`config.mk`:
```
export PLATFORM = sky130hd
export DESIGN_NAME = ad1_sample_sched
export DESIGN_NICKNAME = d
export VERILOG_FILES = /design/src/rtl/ad1_sample_sched.sv
export SDC_FILE = /design/constraint.sdc
export NUM_CORES = 1
export LEC_CHECK = 0
export BUFFER_PORTS_ARGS = -buffer_cell sky130_fd_sc_hd__buf_2
export CAP_MARGIN = 20
export CORE_MARGIN = 2
export CORE_UTILIZATION = 46
export CTS_CLUSTER_SIZE = 40
export DETAILED_ROUTE_END_ITERATION = 7
export GPL_TIMING_DRIVEN = 0
export HOLD_SLACK_MARGIN = 0.12
export PLACE_DENSITY = 0.82
export SLEW_MARGIN = 20
export SYNTH_ARGS = -nofsm -noshare
export SYNTH_HDL_FRONTEND = slang
export SYNTH_SLANG_ARGS = --single-unit
```
`constraint.sdc`:
```
create_clock -name bufclk -period 3.1 [get_ports bufclk]
set_input_delay 0.465 -clock bufclk [delete_from_list [all_inputs] [get_ports bufclk]]
set_output_delay 0.465 -clock bufclk [all_outputs]
set_load 0.005 [all_outputs]
```
`src/rtl/ad1_sample_sched.sv`:
```
// ad1_sample_sched: sample-rate scheduler and handshake controller for the
// dual-channel AD1 serial ADC front end.
//
// A programmable tick counter issues periodic conversion requests on adcdav.
// The davadc acknowledge is awaited with a timeout. Both 12-bit channel
// results are latched into a valid/ack holding register for the consumer.
// Overrun, timeout and missed-tick events are reported.
//
// Ports:
//   bufclk, rstn          clock, async active-low reset
//   enable, oneshot       run control; oneshot = one conversion per enable rise
//   period                tick interval minus one (bufclk cycles)
//   adcdav / davadc       ADC request (out) / done acknowledge (in)
//   adc0data, adc1data    ADC results, stable while davadc=1
//   smp_valid / smp_ack   holding register valid (out) / consumer accept (in)
//   smp_ch0, smp_ch1      held sample pair
//   overrun, timeout_err  sticky flags; missed = saturating busy-tick count
//   clr_flags             synchronous clear of overrun, timeout_err, missed
//
// Optional feature: define AD1_SCHED_AVG_EN to present the average of every
// 4 conversions per channel instead of each raw conversion.

module ad1_sample_sched #(
  parameter int unsigned PERIOD_W = 16,
  parameter int unsigned TIMEOUT  = 255
) (
  input  logic                bufclk,
  input  logic                rstn,
  input  logic                enable,
  input  logic                oneshot,
  input  logic [PERIOD_W-1:0] period,
  output logic                adcdav,
  input  logic                davadc,
  input  logic [11:0]         adc0data,
  input  logic [11:0]         adc1data,
  output logic                smp_valid,
  input  logic                smp_ack,
  output logic [11:0]         smp_ch0,
  output logic [11:0]         smp_ch1,
  output logic                overrun,
  output logic                timeout_err,
  output logic [7:0]          missed,
  input  logic                clr_flags
);

  localparam int unsigned DATA_W = 12;
  localparam int unsigned MISS_W = 8;
  localparam int unsigned TO_W   = $clog2(TIMEOUT + 1);

  typedef enum logic [1:0] {
    S_IDLE    = 2'd0,
    S_REQ     = 2'd1,
    S_RELEASE = 2'd2
  } state_t;

  state_t              state, state_nxt;
  logic [PERIOD_W-1:0] tick_cnt;
  logic [TO_W-1:0]     to_cnt;
  logic                enable_q;
  logic                armed;

  logic                tick_c;
  logic                rise_c;
  logic                go_c;
  logic                capture_c;
  logic                abort_c;
  logic                miss_c;
  logic                deliver_c;
  logic [DATA_W-1:0]   out0_c;
  logic [DATA_W-1:0]   out1_c;

  logic                adcdav_nxt;
  logic                valid_nxt;
  logic [DATA_W-1:0]   ch0_nxt;
  logic [DATA_W-1:0]   ch1_nxt;
  logic                overrun_nxt;
  logic                timeout_nxt;
  logic [MISS_W-1:0]   missed_nxt;

  // Tick generation: count 0..period, tick on the wrap cycle.
  assign tick_c = enable && (tick_cnt >= period);

  always_ff @(posedge bufclk or negedge rstn) begin
    if (!rstn) begin
      tick_cnt <= '0;
    end else if (!enable || tick_c) begin
      tick_cnt <= '0;
    end else begin
      tick_cnt <= tick_cnt + PERIOD_W'(1);
    end
  end

  // Oneshot arming: an enable rising edge permits exactly one request.
  assign rise_c = enable && !enable_q;
  assign go_c   = (state == S_IDLE) && tick_c && (!oneshot || armed || rise_c);

  always_ff @(posedge bufclk or negedge rstn) begin
    if (!rstn) begin
      enable_q <= 1'b0;
      armed    <= 1'b0;
    end else begin
      enable_q <= enable;
      if (!enable || go_c) begin
        armed <= 1'b0;
      end else if (rise_c) begin
        armed <= 1'b1;
      end
    end
  end

  // Request timeout: counts cycles spent in REQ; abort on the last one.
  always_ff @(posedge bufclk or negedge rstn) begin
    if (!rstn) begin
      to_cnt <= '0;
    end else if (state == S_REQ) begin
      to_cnt <= to_cnt + TO_W'(1);
    end else begin
      to_cnt <= '0;
    end
  end

  assign capture_c = (state == S_REQ) && davadc;
  assign abort_c   = (state == S_REQ) && !davadc && (to_cnt == TO_W'(TIMEOUT - 1));
  assign miss_c    = tick_c && (state != S_IDLE);

  // State register.
  always_ff @(posedge bufclk or negedge rstn) begin
    if (!rstn) begin
      state <= S_IDLE;
    end else begin
      state <= state_nxt;
    end
  end

  // Next-state logic.
  always_comb begin
    state_nxt = state;
    case (state)
      S_IDLE:    if (go_c) state_nxt = S_REQ;
      S_REQ:     if (capture_c || abort_c) state_nxt = S_RELEASE;
      S_RELEASE: if (!davadc) state_nxt = S_IDLE;
      default:   state_nxt = S_IDLE;
    endcase
  end

`ifdef AD1_SCHED_AVG_EN
  // Averaging: sum 4 conversions per channel, present sum >> 2.
  logic [13:0] acc0, acc1;
  logic [1:0]  grp_cnt;
  logic [13:0] sum0_c, sum1_c;

  assign sum0_c    = acc0 + 14'(adc0data);
  assign sum1_c    = acc1 + 14'(adc1data);
  assign deliver_c = capture_c && (grp_cnt == 2'd3);
  assign out0_c    = sum0_c[13:2];
  assign out1_c    = sum1_c[13:2];

  always_ff @(posedge bufclk or negedge rstn) begin
    if (!rstn) begin
      acc0    <= '0;
      acc1    <= '0;
      grp_cnt <= '0;
    end else if (abort_c || deliver_c) begin
      acc0    <= '0;
      acc1    <= '0;
      grp_cnt <= '0;
    end else if (capture_c) begin
      acc0    <= sum0_c;
      acc1    <= sum1_c;
      grp_cnt <= grp_cnt + 2'd1;
    end
  end
`else
  // Every conversion goes straight to the holding register.
  assign deliver_c = capture_c;
  assign out0_c    = adc0data;
  assign out1_c    = adc1data;
`endif

  // Output logic: next values for the registered outputs.
  always_comb begin
    adcdav_nxt  = (state_nxt == S_REQ);
    valid_nxt   = smp_valid;
    ch0_nxt     = smp_ch0;
    ch1_nxt     = smp_ch1;
    overrun_nxt = clr_flags ? 1'b0 : overrun;
    timeout_nxt = clr_flags ? 1'b0 : timeout_err;
    missed_nxt  = clr_flags ? '0 : missed;

    if (smp_valid && smp_ack) begin
      valid_nxt = 1'b0;
    end
    // A new sample overrides the ack; only an un-acked overwrite is an overrun.
    if (deliver_c) begin
      valid_nxt = 1'b1;
      ch0_nxt   = out0_c;
      ch1_nxt   = out1_c;
      if (smp_valid && !smp_ack) begin
        overrun_nxt = 1'b1;
      end
    end
    if (abort_c) begin
      timeout_nxt = 1'b1;
    end
    if (miss_c && (missed_nxt != {MISS_W{1'b1}})) begin
      missed_nxt = missed_nxt + MISS_W'(1);
    end
  end

  // Output registers; adcdav clears asynchronously on reset.
  always_ff @(posedge bufclk or negedge rstn) begin
    if (!rstn) begin
      adcdav      <= 1'b0;
      smp_valid   <= 1'b0;
      smp_ch0     <= '0;
      smp_ch1     <= '0;
      overrun     <= 1'b0;
      timeout_err <= 1'b0;
      missed      <= '0;
    end else begin
      adcdav      <= adcdav_nxt;
      smp_valid   <= valid_nxt;
      smp_ch0     <= ch0_nxt;
      smp_ch1     <= ch1_nxt;
      overrun     <= overrun_nxt;
      timeout_err <= timeout_nxt;
      missed      <= missed_nxt;
    end
  end

endmodule
```
[After elaboration in Yosys (flattened, before gate mapping)]
Cells that the tools add are included.
Operators by class
  add/sub/neg operators: 3
  reductions and logical operators: 26
  muxes and demuxes: 17
  order comparisons: 1
  equality and inequality tests: 5
Operators by type and width (count)
  8-bit 2-to-1 mux: 3
  16-bit by 1-bit adder with 16-bit output, second input constant: 1
  8-bit by 1-bit adder with 8-bit output, second input constant: 2
  16-bit >= comparator: 1
  16-bit 2-to-1 mux: 1
  1-bit logical AND: 11
  1-bit 2-to-1 mux: 9
  8-bit equality test, second input constant: 1
  8-bit inequality test, second input constant: 1
  2-bit nonzero test: 4
  2-bit 2-to-1 mux: 3
  2-bit case mux with 3 select lines: 1
  1-bit logical NOT: 5
  1-bit logical OR: 5
  2-bit by 1-bit equality test with 1-bit output, second input constant: 2
  2-bit equality test, second input constant: 1
  2-bit logical NOT: 1
Storage, ports and cells
  register bits: 64
  word-level logic and storage cells: 64
  input bits: 47

[Depth between registers and ports, before layout]
Gate-level depths: netlist of run 1.
  depth in word-level cells: 7
  gate-level depth with buffers: 10
  mapped depth without buffers: 8

[Least setup slack after synthesis of run 1]
OpenSTA, ideal clock, no wires.
  kind: input-to-reg
  from: input period[13]
  to: register missed[1]
  data required time: 2.975 ns
  path buffers: 1
  setup time: 0.125 ns
  arrival time: 2.255 ns
  cell stages on the path: 9
  setup slack: 0.719 ns
  cell sequence: inv_1 > ha_1 > a21o_1 > a21o_1 > a2111oi_2 > nor3b_2 > buf_6 > nor2_2 > mux2_4
On the way
  longest elaborated chain between the ends: 5
Ends and longest elaborated chain
  start, declared: RTL line 31  | input logic [PERIOD_W-1:0] period,
  16-bit >= comparator: RTL line 81  | assign tick_c = enable && (tick_cnt >= period);
  1-bit logical AND: RTL line 81
  1-bit logical AND: RTL line 124  | assign miss_c = tick_c && (state != S_IDLE);
  1-bit logical AND: RTL line 205  | if (miss_c && (missed_nxt != {MISS_W{1'b1}})) begin
  8-bit 2-to-1 mux: RTL line 205
  net missed_nxt[1]: RTL line 78  | logic [MISS_W-1:0] missed_nxt;
  end signal, assigned: RTL line 227  | missed <= missed_nxt;
  end, declared: RTL line 42  | output logic [7:0] missed,
The timed path passes the listed nets, and every way through them passes these cells.
A chain may end at the register's enable or synchronous reset.

[Worst setup path after layout of run 1]
  from: register tick_cnt[0]
  to: register missed[1]
On the way
  longest elaborated chain between the ends: 5
Ends and longest elaborated chain
  start, declared: RTL line 57  | logic [PERIOD_W-1:0] tick_cnt;
  start signal, assigned: RTL line 89  | tick_cnt <= tick_cnt + PERIOD_W'(1);
  16-bit >= comparator: RTL line 81
  1-bit logical AND: RTL line 81
  1-bit logical AND: RTL line 124
  1-bit logical AND: RTL line 205
  8-bit 2-to-1 mux: RTL line 205
  net missed_nxt[1]: RTL line 78
The timed path passes the listed nets, and every way through them passes these cells.

==> metrics.txt, run 1 <==
Post-synth EDFFs 0; max layer used met4; fmax between 0.3 and 0.4 GHz; RSZ-0062 raised after global routing false; Setup violations, final 0; sequential-to-total area share from yosys stat 50.9%; fin nets 439; DR iter-0 viols 76; outcome finished clean; Post-synth top cells dfrtp_1 (64), nor2_1 (31), mux2_2 (24); Num CTS Buffers 9; worst path required time 3.32 ns; Hold WC Path Type in2async; worst setup path end missed[1]$_DFF_PN0_; GPL Wtd Cong approximately 0.7; worst hold margin 0.213 ns; Worst slew margin 48.0%; startpoint types flip-flop; chip height between 80 and 90 um; drt wl/cell between 10 and 15 um; total clock sinks 64; Worst Reg-to-Reg Cells 9; largest cells by area after synthesis dfrtp_1 (51%), mux2_2 (8.6%), ha_1 (8.0%); Layout area overhead 23.2%; starting density of the core 46.8%; Synth Warn # 0; clk buf depth 2; Worst Skew 0.00492 ns; Avg Inst Size Synth 11.2 sq um; synthesized area 3150 sq um; die area approximately 7500 sq um; final worst-path cycle share 84.4%; IO Pins 83; core area 6720 sq um; detailed-route vias per instance ~5.2; DRC viols 0; Hold Vio Cnt, Final 0; first-pass GRT wire length 10,100 um; met2 routed WL 3230 um; gr usage total 17.3%; initial antenna violation count 0; Tmin final 2.62 ns; CTS tree yes; syn_nets between 300 and 400; Worst setup EP type flip-flop; Synth area leader dfrtp_1; fill count approximately 570; CP Launch Point tick_cnt[0]$_DFF_PN0_; Worst R2R Start tick_cnt[0]$_DFF_PN0_; final WL 6200 um; MaxCap Viol Count 0; reg2reg setup slack 0.48 ns; Hold-fix buffers, CTS 0; Skew-Pair Late Insertion Delay 0.33 ns; Primary FF master, synth dfrtp_1; Async S/R FF share, synth 100%; wire length on met3 214 um; Setup TNS 0 ns; ANT cells 0; worst-margin pin slew 0.780 ns; fin util a little under 60%; R2R Path End missed[1]$_DFF_PN0_; HPWL Detailed 4560 um; share of cells above drive strength 1 approximately a third; library cells used by synthesis between 40 and 50; CTS Root Cell clkbuf_8; largest net degree at the start of global routing 65; wl on met1 2650 um; aggregate global routing overflow 0; FP Rows 30; Crit Path Class reg2reg; P per Cell Area 461 nW/um^2; vias in the first global route 2,247; clk slew on worst S/H paths roughly 0.070 ns; max-slew violations 0; setup bufs post-CTS 0; Antenna Nets Post-Route 0; CTS resizes 0; Pleak a little over 2 nW; Worst VDD drop 424 uV; most frequent cell after synthesis dfrtp_1; Yosys reg bits 64; post-synth top area share 50.9%; Post-Synthesis Cells 280; H-tree depth 3; Die X-Extent approximately 87 um; arrival time worst endpoint roughly 2.8 ns; vias post-DR 2,387; TritonRoute pass-1 iters 4; crit path max fanout 10; number of port buffers 81
==> report_power, final <==
part           internal [W]  total (W)  switching (W)
logic             0.0000640   0.000126      0.0000623
clock network      0.000452   0.000785       0.000333
registers          0.000860   0.000876      0.0000162
==> through the flow <==
step	instances	worst slack [ns]	cell area (sq um)	total power (W)
after floorplan	280	0.719	3150	0.000940
after detailed placement	441	0.305	3650	0.00102
after global routing	457	0.319	3870	0.00186
after global placement	441	0.353	3650	0.00101
after CTS	457	0.450	3870	0.00181
final	457	0.484	3870	0.00179
==> worst min-delay path by stage <==
stage,startpoint,endpoint,slack (ns),cells past startpoint
after floorplan,rstn,adcdav$_DFF_PN0_,0.17,0
after global placement,smp_ch1[1]$_DFFE_PN0P_,smp_ch1[1]$_DFFE_PN0P_,0.48,1
after detailed placement,smp_ch1[6]$_DFFE_PN0P_,smp_ch1[6]$_DFFE_PN0P_,0.49,1
after CTS,rstn,smp_ch0[0]$_DFFE_PN0P_,0.24,1
after global routing,rstn,smp_ch0[1]$_DFFE_PN0P_,0.29,1
final,rstn,smp_ch0[0]$_DFFE_PN0P_,0.21,1
==> cells in the final DEF, fill, tap and decap left out, types with 4 or more instances in the layout <==
cell type	count
nand4_1	6
and3_1	7
inv_1	22
nor2_1	31
buf_2	81
nand3_1	15
a21oi_1	7
mux2_2	24
clkbuf_8	9
ha_1	20
nor2b_1	4
dfrtp_1	64
nand2_1	10
xnor2_1	7
xor2_1	16
==> sequential cells by signal, indices dropped and copies added (netlist names), 2 cells and up <==
| signal | cells |
|---|---|
| smp_ch0 | 12 |
| state | 2 |
| missed | 8 |
| to_cnt | 8 |
| smp_ch1 | 12 |
| tick_cnt | 16 |
==> critical path: stages, from the launching register on <==
cell	delay, ns
dfrtp_1	0.44
inv_1	0.07
ha_1	0.26
nand2b_1	0.14
a2111oi_0	0.50
nor3_2	0.11
nor3b_2	0.40
buf_6	0.22
nor2_2	0.07
mux2_4	0.31
==> cell families (layout without fill, tap and decap cells) <==
logic type | after synthesis | after routing | synth area share, %
mux | 25 | 25 | 9.07
flops | 64 | 64 | 50.9
simple gates | 92 | 92 | 15.2
buf+inv | 28 | 125 | 3.86
compound gates | 28 | 28 | 6.56
xor+xnor | 23 | 23 | 6.40
fa+ha+maj | 20 | 20 | 7.96
==> routing by layer <==
layer | track usage (%) | vias to the layer above
met2 | 28.6 | 56
met1 | 22.1 | 1162
met4 | 7.39 | 0
li1 | - | 1159
met5 | 0 | -
met3 | 3.52 | 10
==> final cells by class <==
type	count	area, sq um	share of cell area [%]
multi-input combinational	188	1420	36.7
inverter	22	82.6	2.13
clock inverter	7	96.3	2.49
tap	80	100	2.58
timing repair buffer	81	408	10.5
clock buffer	9	124	3.20
buffer	6	38.8	1.00
sequential	64	1600	41.3
(Power assumes the default switching activity.)
==> run 2: changes to the inputs <==
ABC_AREA = 1   (was not set)
PLACE_DENSITY = 0.84   (was 0.82)
clock period = 2.2 ns   (was 3.1 ns; I/O delays follow)
==> run 2 against run 1 <==
  * Setup slack got worse by 0.18 ns
  * Critical endpoint is now tick_cnt[12]$_DFF_PN0_
  * Register-to-register slack got worse by 0.18 ns
  * Design area increased by 7.7%
==> metrics.txt, run 2 <==
CTS tree yes; largest family of logic cells by synthesized area simple AND/OR/NAND/NOR gates; GPL Wtd Cong 0.838; Antenna Nets Post-Route 0; number of port buffers 82; setup bufs post-CTS 0; most frequent cells in the layout nand2_1 (136), buf_2 (86), dfrtp_1 (64), inv_1 (57), nor2_1 (38); fin util 58.4%; Worst VDD drop 404 uV; initial antenna violation count 0; most common cell after layout, fill and taps aside nand2_1; Worst R2R Start tick_cnt[11]$_DFF_PN0_; share of cells above drive strength 1 23.6%; Post-Synthesis Cells 413; core area ~7100 sq um; fmax approximately 0.53 GHz; Pleak 2.39 nW; Post-synth EDFFs 0; RSZ-0062 raised after global routing false; clk buf depth 2; most frequent cell after synthesis nand2_1; Post-synth top cells nand2_1 (136), dfrtp_1 (64), inv_1 (57); Worst setup EP type flip-flop; clk slew on worst S/H paths ~0.06 ns; worst-margin pin slew 0.356 ns; first-pass GRT wire length 11,700 um; CP Launch Point tick_cnt[11]$_DFF_PN0_; Skew-Pair Late Insertion Delay 0.34 ns; final worst-path cycle share between 80 and 90%; Die X-Extent 89.1 um; Crit Path Class reg2reg; Top reg by flops tick_cnt; IO Pins 83; critical path's top delay family compound AO/OA/AOI/OAI gates; xor/xnor cell area share of the yosys netlist 3.15%; Worst Skew ~0.011 ns; Setup violations, final 0; arrival time worst endpoint roughly 2.2 ns; detailed-route vias per instance 4.75; vias post-DR just under 3,000; largest net degree at the start of global routing 38; Hold WC Path Type in2reg; max-slew violations 0; TritonRoute pass-1 iters 4; chip height between 80 and 90 um; vias in the first global route 2,741; Worst Path Buf+Inv 1; crit-path cells ha_1, a21oi_1, o21ai_0, a21oi_1, nand3_2, buf_4, nor2_1; Primary FF master, synth dfrtp_1; HPWL Detailed ~5400 um; Synth area leader dfrtp_1; largest cells by area after synthesis dfrtp_1 (48%), nand2_1 (15%), ha_1 (7.5%); DR iter-0 viols a little over 90; total clock sinks 64; CTS resizes 0; ANT cells 0; FP Rows 31; post-synth top area share 48.0%; starting density of the core 46.7%; Avg Inst Size Synth 8.07 sq um; Adder-Cell Fraction of Synth Area approximately 7.5%; crit path max fanout 10; outcome finished clean; Yosys reg bits 64; synthesized area ~3300 sq um; Hold Startpoint enable; CTS Root Cell clkbuf_8; simple-gate share of the synthesized area roughly 29%; H-tree depth 3; Layout area overhead 25.1%; DRC viols 0; slowest CP cell dfrtp_1; syn_nets 480; Synth Warn # 0; Worst slew margin 76.1%; sequential-to-total area share from yosys stat 48.0%; die area 7950 sq um; worst path required time between 2 and 2.5 ns; Async S/R FF share, synth 100%; Num CTS Buffers 9; library cells used by synthesis 28; slowest stage delay, CP 0.44 ns; Hold Vio Cnt, Final 0; aggregate global routing overflow 0; P per Cell Area roughly 680 nW/um^2; MaxCap Viol Count 0; Setup TNS 0 ns; crit-path most repeated cell a21oi_1; largest registers tick_cnt x16, smp_ch0 x12, smp_ch1 x12; fin nets 575; final WL 6950 um; startpoint types flip-flop; Tmin final 1.90 ns; drt wl/cell 11.4 um; gr usage total 18.8%; compound-gate portion of the synthesized area 4.39%; max reg flops 16; proportion of synthesized area in mux cells 0%
run 2: what timing repair did:
item | in CTS | in global routing
hold endpoints to repair | 27 | 0
setup endpoints to repair | 0 | 0
hold buffers | 1 | 0
run 2: worst register-to-register path: stages, from the launching register on:
cell	delay (ns)
dfrtp_1	0.44
ha_1	0.34
a21oi_1	0.14
o21ai_0	0.11
a21oi_1	0.26
nand3_2	0.22
buf_4	0.23
nor2_1	0.11
run 2: cell families after synthesis:
group,Yosys count
flip-flops,64
buffers and inverters,68
adder cells (fa/ha/maj),20
AND/OR/NAND/NOR,222
AO/OA/AOI/OAI,27
XOR/XNOR,12
run 2: routing by layer:
layer	wire (um)	GRT usage [%]
met5	0	0
met4	107	6.65
met2	3430	33.0
met3	343	3.88
met1	3070	23.1
run 2: layout make-up:
| cell class | count | area [sq um] |
|---|---|---|
| plain buffers | 6 | 32.5 |
| flip-flops and latches | 64 | 1600 |
| repair buffers | 84 | 443 |
| clock buffers | 11 | 141 |
| well taps | 99 | 124 |
| inverters | 62 | 233 |
| clock inverters | 5 | 128 |
| fillers | 664 | 2970 |
| multi-input cells | 281 | 1470 |
run 2: path summary, 6_finish.rpt:
kind,endpoint,slack (ns),cells after the start
max,tick_cnt[12]$_DFF_PN0_,0.30,7
min,enable_q$_DFF_PN0_,0.17,1
max reg2reg,tick_cnt[12]$_DFF_PN0_,0.30,7
min reg2reg,smp_ch0[4]$_DFFE_PN0P_,0.47,2
max in group asynchronous,missed[6]$_DFF_PN0_,1.24,3
min in group asynchronous,tick_cnt[5]$_DFF_PN0_,0.45,2
run 2: metrics by stage:
stage	hold slack (ns)	worst slack, ns	instances	instance area [sq um]	total power [W]
6_report	0.175	0.300	612	4170	0.00283
5_1_grt	0.165	0.0995	612	4170	0.00295
4_1_cts	0.162	0.296	612	4170	0.00287
3_5_place_dp	0.272	0.304	595	3890	0.00152
3_3_place_gp	0.451	0.353	594	3870	0.00150
2_1_floorplan	0.0344	0.567	413	3330	0.00137
run 2: report_power, final:
| part | total (W) | internal (W) | switching, W |
|---|---|---|---|
| Combinational | 0.000227 | 0.000106 | 0.000121 |
| Clock | 0.00134 | 0.000899 | 0.000444 |
| Sequential | 0.00126 | 0.00123 | 0.0000319 |
| Total | 0.00283 | 0.00224 | 0.000597 |
